$ cat src/rtl/mem_arbiter.sv
// mem_arbiter: round-robin arbiter sharing one unified memory between the CPU and a DMA/debug port.
// Accesses run IDLE -> ISSUE -> RESP; a DMA burst lock can chain grants up to LOCK_MAX deep.
module mem_arbiter #(
    parameter int ADDR_W   = 8,
    parameter int DATA_W   = 16,
    parameter int LOCK_MAX = 8
) (
    input  logic              clk,
    input  logic              reset,
    input  logic              cpu_req,
    input  logic              cpu_we,
    input  logic [ADDR_W-1:0] cpu_addr,
    input  logic [DATA_W-1:0] cpu_wdata,
    output logic              cpu_ack,
    output logic [DATA_W-1:0] cpu_rdata,
    input  logic              dma_req,
    input  logic              dma_we,
    input  logic [ADDR_W-1:0] dma_addr,
    input  logic [DATA_W-1:0] dma_wdata,
    output logic              dma_ack,
    output logic [DATA_W-1:0] dma_rdata,
    input  logic              dma_lock,
    output logic              mem_en,
    output logic              mem_we,
    output logic [ADDR_W-1:0] mem_addr,
    output logic [DATA_W-1:0] mem_wdata,
    input  logic [DATA_W-1:0] mem_rdata,
    output logic              owner
);
    localparam int CNT_W = ($clog2(LOCK_MAX + 1) > 4) ? $clog2(LOCK_MAX + 1) : 4;
    localparam logic [CNT_W-1:0] LOCK_LIMIT = CNT_W'(LOCK_MAX);

    typedef enum logic [1:0] {
        IDLE  = 2'd0,
        ISSUE = 2'd1,
        RESP  = 2'd2
    } state_t;

    state_t            state_q, state_d;
    logic              owner_q, owner_d;
    logic              we_q, we_d;
    logic [ADDR_W-1:0] addr_q, addr_d;
    logic [DATA_W-1:0] wdata_q, wdata_d;
    logic [CNT_W-1:0]  lock_cnt_q, lock_cnt_d;
    logic              grant;
    logic              grant_port;

    always_comb begin
        state_d    = state_q;
        owner_d    = owner_q;
        we_d       = we_q;
        addr_d     = addr_q;
        wdata_d    = wdata_q;
        lock_cnt_d = lock_cnt_q;
        grant      = 1'b0;
        grant_port = owner_q;

        unique case (state_q)
            IDLE: begin
                if (cpu_req || dma_req) begin
                    grant      = 1'b1;
                    grant_port = (cpu_req && dma_req) ? ~owner_q : dma_req;
                end
            end
            ISSUE: state_d = RESP;
            RESP: begin
                // The finishing port still holds req this cycle, so it is re-granted only through the lock.
                if (owner_q && dma_lock && dma_req && ((lock_cnt_q < LOCK_LIMIT) || !cpu_req)) begin
                    grant      = 1'b1;
                    grant_port = 1'b1;
                end else if (!owner_q && dma_req) begin
                    grant      = 1'b1;
                    grant_port = 1'b1;
                end else if (owner_q && cpu_req) begin
                    grant      = 1'b1;
                    grant_port = 1'b0;
                end else begin
                    state_d = IDLE;
                end
            end
            default: state_d = IDLE;
        endcase

        if (grant) begin
            state_d = ISSUE;
            owner_d = grant_port;
            we_d    = grant_port ? dma_we    : cpu_we;
            addr_d  = grant_port ? dma_addr  : cpu_addr;
            wdata_d = grant_port ? dma_wdata : cpu_wdata;
        end

        if (grant && !grant_port) begin
            lock_cnt_d = '0;
        end else if (grant && dma_lock) begin
            if (lock_cnt_q < LOCK_LIMIT) begin
                lock_cnt_d = lock_cnt_q + 1'b1;
            end
        end else if (!dma_lock) begin
            lock_cnt_d = '0;
        end
    end

    always_ff @(posedge clk) begin
        if (reset) begin
            state_q    <= IDLE;
            owner_q    <= 1'b1;
            we_q       <= 1'b0;
            addr_q     <= '0;
            wdata_q    <= '0;
            lock_cnt_q <= '0;
        end else begin
            state_q    <= state_d;
            owner_q    <= owner_d;
            we_q       <= we_d;
            addr_q     <= addr_d;
            wdata_q    <= wdata_d;
            lock_cnt_q <= lock_cnt_d;
        end
    end

    assign mem_en    = (state_q == ISSUE);
    assign mem_we    = mem_en && we_q;
    assign mem_addr  = addr_q;
    assign mem_wdata = wdata_q;
    assign owner     = owner_q;

    // Port 0 is the CPU, port 1 the DMA; read data is held between reads.
    logic [1:0]             ack;
    logic [1:0][DATA_W-1:0] rdata;

    for (genvar gi = 0; gi < 2; gi++) begin : g_port
        logic [DATA_W-1:0] rdata_q, rdata_d;

        assign ack[gi] = (state_q == RESP) && (owner_q == (gi == 1));

        always_comb begin
            rdata_d = rdata_q;
            if (ack[gi] && !we_q) begin
                rdata_d = mem_rdata;
            end
        end

        always_ff @(posedge clk) begin
            if (reset) begin
                rdata_q <= '0;
            end else begin
                rdata_q <= rdata_d;
            end
        end

        assign rdata[gi] = rdata_d;
    end

    assign cpu_ack   = ack[0];
    assign dma_ack   = ack[1];
    assign cpu_rdata = rdata[0];
    assign dma_rdata = rdata[1];
endmodule

$ cat config.mk
export PLATFORM = sky130hd
export DESIGN_NAME = mem_arbiter
export DESIGN_NICKNAME = d
export VERILOG_FILES = /design/src/rtl/mem_arbiter.sv
export SDC_FILE = /design/constraint.sdc
export NUM_CORES = 1
export LEC_CHECK = 0
export CAP_MARGIN = 30
export CORE_ASPECT_RATIO = 0.8
export CORE_MARGIN = 2
export CORE_UTILIZATION = 42
export CTS_CLUSTER_DIAMETER = 40
export DETAILED_ROUTE_END_ITERATION = 6
export MAX_ROUTING_LAYER = met4
export PLACE_DENSITY = 0.88
export SLEW_MARGIN = 20
export SYNTH_ARGS = -nofsm -noshare
export SYNTH_HDL_FRONTEND = slang
export SYNTH_SLANG_ARGS = --single-unit
$ cat constraint.sdc
create_clock -name clk -period 1.9 [get_ports clk]
set_clock_uncertainty 0.05 [all_clocks]
set_input_delay 0.38 -clock clk [delete_from_list [all_inputs] [get_ports clk]]
set_output_delay 0.38 -clock clk [all_outputs]
set_load 0.02 [all_outputs]
## After elaboration in Yosys (flattened, before gate mapping)

Cells that the tools add are included.

| storage, ports and cells | value |
|---|---|
| output and inout bits | 61 |
| logic and storage cells | 73 |
| input port bits | 71 |
| bits in registers | 64 |

| operators by class | value |
|---|---|
| multiplexer cells | 24 |
| equal/unequal tests | 11 |
| reduce and logical (&&, ||, !) cells | 25 |
| $add $sub $neg | 1 |
| bitwise logic cells | 2 |
| $lt $le $gt $ge | 1 |

Operator list:

| cell | number |
|---|---|
| $mux 16 | 3 |
| $logic_and 1x1->1 | 13 |
| $mux 4 | 3 |
| $mux 1 | 11 |
| $ne 3x3->1 const B | 3 |
| $mux 8 | 1 |
| $ne 2x2->1 const B | 4 |
| $reduce_and 4->1 | 2 |
| $mux 2 | 3 |
| $pmux 2 s3 | 1 |
| $add 4x1->4 const B | 1 |
| $logic_not 1->1 | 4 |
| $lt 4x4->1 const B | 1 |
| $ne 2x1->1 const B | 2 |
| $pmux 1 s2 | 2 |
| $reduce_or 2->1 | 2 |
| $eq 2x1->1 const B | 1 |
| $eq 2x2->1 const B | 1 |
| $logic_not 2->1 | 1 |
| $logic_or 1x1->1 | 2 |
| $not 1->1 | 2 |
| $reduce_and 2->1 | 1 |

## Longest topological paths before layout

| depth | value |
|---|---|
| word-level depth | 8 |
| gate-level depth with buffers | 7 |
| gate-level depth less buffers | 4 |

## Worst setup path after synthesis

OpenSTA, ideal clock, no wires.

| path | value |
|---|---|
| kind | reg2out |
| start | register owner_q (netlist: owner) |
| end | output dma_rdata[10] |
| buffers on the path | 3 |
| setup slack | -0.230 ns |
| data required time | 1.470 ns |
| arrival | 1.700 ns |
| stages on the path, launching flop included | 7 |
| cell sequence | dfxtp_1 -> buf_6 -> and3b_1 -> nor2b_4 -> buf_6 -> buf_6 -> mux2_4 |

| on the way | value |
|---|---|
| word-level cells in the longest chain between the ends | 3 |

RTL lines:

| item | RTL line | source |
|---|---|---|
| start: declaration | 40 | `logic owner_q, owner_d;` |
| start signal: assignment | 113 | `owner_q <= owner_d;` |
| $logic_and 1x1->1 | 134 | `assign ack[gi] = (state_q == RESP) && (owner_q == (gi == 1));` |
| net dma_ack | 20 | `output logic dma_ack,` |
| $logic_and 1x1->1 | 138 | `if (ack[gi] && !we_q) begin` |
| $mux 16 | 138 |  |
| end: declaration | 21 | `output logic [DATA_W-1:0] dma_rdata,` |

The timed path passes the listed nets, and every way through them passes these cells.

## Worst setup path after layout

| path | value |
|---|---|
| start | register owner_q (netlist: owner) |
| end | output cpu_rdata[7] |

| on the way | value |
|---|---|
| word-level cells in the longest chain between the ends | 4 |

RTL lines:

| item | RTL line | source |
|---|---|---|
| $not 1->1 | 134 |  |
| $logic_and 1x1->1 | 134 |  |
| $logic_and 1x1->1 | 138 |  |
| $mux 16 | 138 |  |
| end: declaration | 15 | `output logic [DATA_W-1:0] cpu_rdata,` |

No other way between the ends.

==> metrics.md <==
| Metric | Value |
|---|---|
| Final worst slack | -261 ps |
| Drt first pass iters | 4 |
| Vias in the first global route | 2,517 |
| Clk root buf | clkbuf_8 |
| Post-DP HPWL | 5200 um |
| GRT overflow | 0 |
| Worst Reg-to-Reg Cells | 7 |
| Worst Max-Slew Pin Slew | 341 ps |
| Max Freq | 0.463 GHz |
| Clk sinks | 64 |
| R2r startpoint | owner$_SDFFE_PP1P_ |
| Syn Area/Cell | 11.3 sq um |
| Asr flop ratio synth | 0% |
| WP buf/inv | 4 |
| WHS Endpoint | lock_cnt_q[3]$_SDFFE_PP0P_ |
| Period Utilization, post-route | 114% |
| Sequential Area | 0.00129 sq mm |
| Clk_lat worst skew | 340 ps |
| Gate power share | 26.0% |
| RSZ-0062 raised after global routing | true |
| Total power | 3670 uW |
| Post-route ant nets | 0 |
| Critical Path Max Stage Delay | 350 ps |
| Antenna violations before repair | 0 |
| Leak | 0.00200 uW |
| H-tree Lvls | 3 |
| R2R setup slack | 90 ps |
| Area post-placement | 0.00441 sq mm |
| Die area | 0.00777 sq mm |
| Flops & latches, synth | 64 |
| Critical path type | register to output pin |
| Count of final setup violators | 32 |
| Number of max-cap violations | 0 |
| Max-slew violation count | 0 |
| Commonest register cell after synthesis | dfxtp_1 |
| Core area | 0.00686 sq mm |
| EDFF count, synth | 0 |
| # nets final | 483 |
| Port Buffer Count | 131 |
| Filler Cell Count | 481 |
| Clock Path Buffers | 2 |
| Slew Limit Headroom | 77.0% |
| First DRT Iteration DRCs | 67 |
| Post-route minimum period | 2160 ps |
| Share of cells above drive strength 1 | 34.5% |
| Post-route design area | 0.00488 sq mm |
| Sw Share | 27.3% |
| Cell Area, Synth | 0.00297 sq mm |
| Switching pwr | 1000 uW |
| Post-detailed-route DRC marker count | 0 |
| Hold Path Stages | 2 |
| CP required | 1470 ps |
| Largest net degree at the start of global routing | 61 |
| CTS tree | built |
| Layout area overhead | 64.4% |
| Final hold slack | 454 ps |
| # rows | 27 |
| Fin util | 71.2% |
| Startpoint types | register |
| Slowest CP cell | dfxtp_4 |
| Peak supply drop | 0.000404 V |
| Gate Count Post-Synth | 263 |
| Final hold viol count | 0 |
| RePlAce Congestion | 0.784 |
| Clock buffer count from CTS | 9 |
| Clk pwr share | 33.9% |
| Reg2reg end | mem_wdata[13]$_SDFFE_PP0P_ |
| Sequence of cells on the critical path | buf_6 > nor3_4 > buf_12 > buf_12 > mux2_4 > buf_6 |
| Clk pin slew, worst setup/hold paths | 70 ps |
| Failing checks | negative setup slack |
| Worst-path fanout max | 8 |
| Vias | 2,463 |
| DR WL/cell | 16.2 um |
| Seq/Total Area, Yosys | 43.1% |
| Hold Crit Start | lock_cnt_q[2]$_SDFFE_PP0P_ |
| Crit. End Element | output pin |
| Total power per unit cell area | 752 mW/mm^2 |
| DR vias/cell | 4.91 |
| Multi-input gate area | 0.00163 sq mm |
| Yosys warnings | 0 |
| Crit path arrival time | 1730 ps |
| P_int | 2670 uW |
| Worst slack at placement | -321 ps |
| Post-Syn Nets | 335 |
| Ant diodes | 0 |
| Status | complete, but fails checks |
| Gr usage total | 21.1% |
| I/O Pins | 132 |
| Hold crit path type | register to register |
| Netlist cell types | 35 |
| DIE HEIGHT | 79.2 um |
| Drt total wl | 8140 um |
| Crit path max-delay family | buffers and inverters |
| Initial Util | 43.3% |
| First-pass GRT wire length | 12,600 um |
| Share of power burned in registers | 40.1% |
| # hold bufs at CTS | 0 |
| Die X | 98.0 um |
[Yosys cell counts, types with 2 or more instances]
cell,n,area (sq um)
clkbuf_1,6,22.5
inv_1,3,11.3
mux2_4,10,150
nand3_1,3,15.0
nor2b_1,36,225
nand4_1,2,12.5
and3_1,2,12.5
a21oi_1,3,15.0
mux2_2,6,67.6
mux2i_1,25,250
nand2b_1,2,12.5
mux2_1,16,180
buf_6,10,113
dfxtp_1,64,1280
a211oi_2,25,313
buf_2,2,10.0
nor2_1,30,113
[state kept, by name, summed over array words and instances (netlist names)]
| name | flops |
|---|---|
| lock_cnt_q | 4 |
| we_q | 1 |
| mem_addr | 8 |
| g_port.rdata_q | 32 |
| owner | 1 |
| mem_wdata | 16 |
| state_q | 2 |
[layout by cell type, fill, tap and decap left out, drive strengths merged, types with 11 or more instances in the layout]
master	Yosys	layout
clkdlybuf4s50	0	93
dfxtp	64	64
buf	14	59
nor2b	37	37
mux2	32	32
nor2	30	30
mux2i	25	25
a211oi	25	25
clkbuf	6	11
[worst min-delay path, cell delays in order, from the launching register on]
cell and delay, ps:
dfxtp_1 320, nand4_1 90, a21oi_1 60
[area by class of cell]
class / count / share of cell area (%)
timing repair buffer: 157 / 33.6
multi-input combinational: 176 / 33.3
sequential: 64 / 26.4
clock buffer: 9 / 2.54
tap: 87 / 2.23
clock inverter: 6 / 1.74
inverter: 3 / 0.231
[power groups by stage]
stage          clock [uW]  sequential, uW  combinational (uW)
4_1_cts              1280            1470                 955
3_3_place_gp            0            1500                 887
3_5_place_dp            0            1500                 908
6_report             1250            1470                 956
2_1_floorplan           0            1570                 435
5_1_grt              1320            1480                1010
[worst max path at each step]
| stage | slack (ps) | start | endpoint | cells past startpoint |
|---|---|---|---|---|
| after floorplan | -50 | owner$_SDFFE_PP1P_ | dma_rdata[10] | 6 |
| after global placement | -280 | owner$_SDFFE_PP1P_ | dma_rdata[0] | 5 |
| after detailed placement | -320 | owner$_SDFFE_PP1P_ | dma_rdata[0] | 5 |
| after CTS | -350 | state_q[0]$_SDFFE_PP0P_ | dma_rdata[12] | 6 |
| after global routing | -320 | state_q[0]$_SDFFE_PP0P_ | dma_rdata[3] | 5 |
| final | -260 | owner$_SDFFE_PP1P_ | cpu_rdata[7] | 6 |
[cells by family after synthesis]
logic type	after synthesis	share of synthesized area, %
simple gates	84	16.1
buf+inv	23	5.64
flops	64	43.1
fa+ha+maj	1	0.421
mux	57	21.8
compound gates	34	12.8
[metal layers]
layer / up-vias / part of all wire (%) / track usage [%]
li1: 1215 / - / -
met1: 1148 / 42 / 23.3
met3: 16 / 5.8 / 5.55
met4: 0 / 2.0 / 7.22
met2: 84 / 51 / 37.1
met5: - / 0 / -
[per-stage QoR]
step / std cells / setup TNS (ps)
floorplan: 263 / -491
global placement: 475 / -11850
detailed placement: 475 / -14020
CTS: 498 / -9060
global route: 502 / -9780
finish: 502 / -7890
[repair_timing]
item | 4_1_cts | 5_1_grt
buffers inserted | 6 | 5
pin swaps | 1 | 1
setup endpoints to repair | 37 | 59
cloned | 2 | 0
resized for setup | 225 | 7
Note: power is estimated with default switching activity, not from simulation.
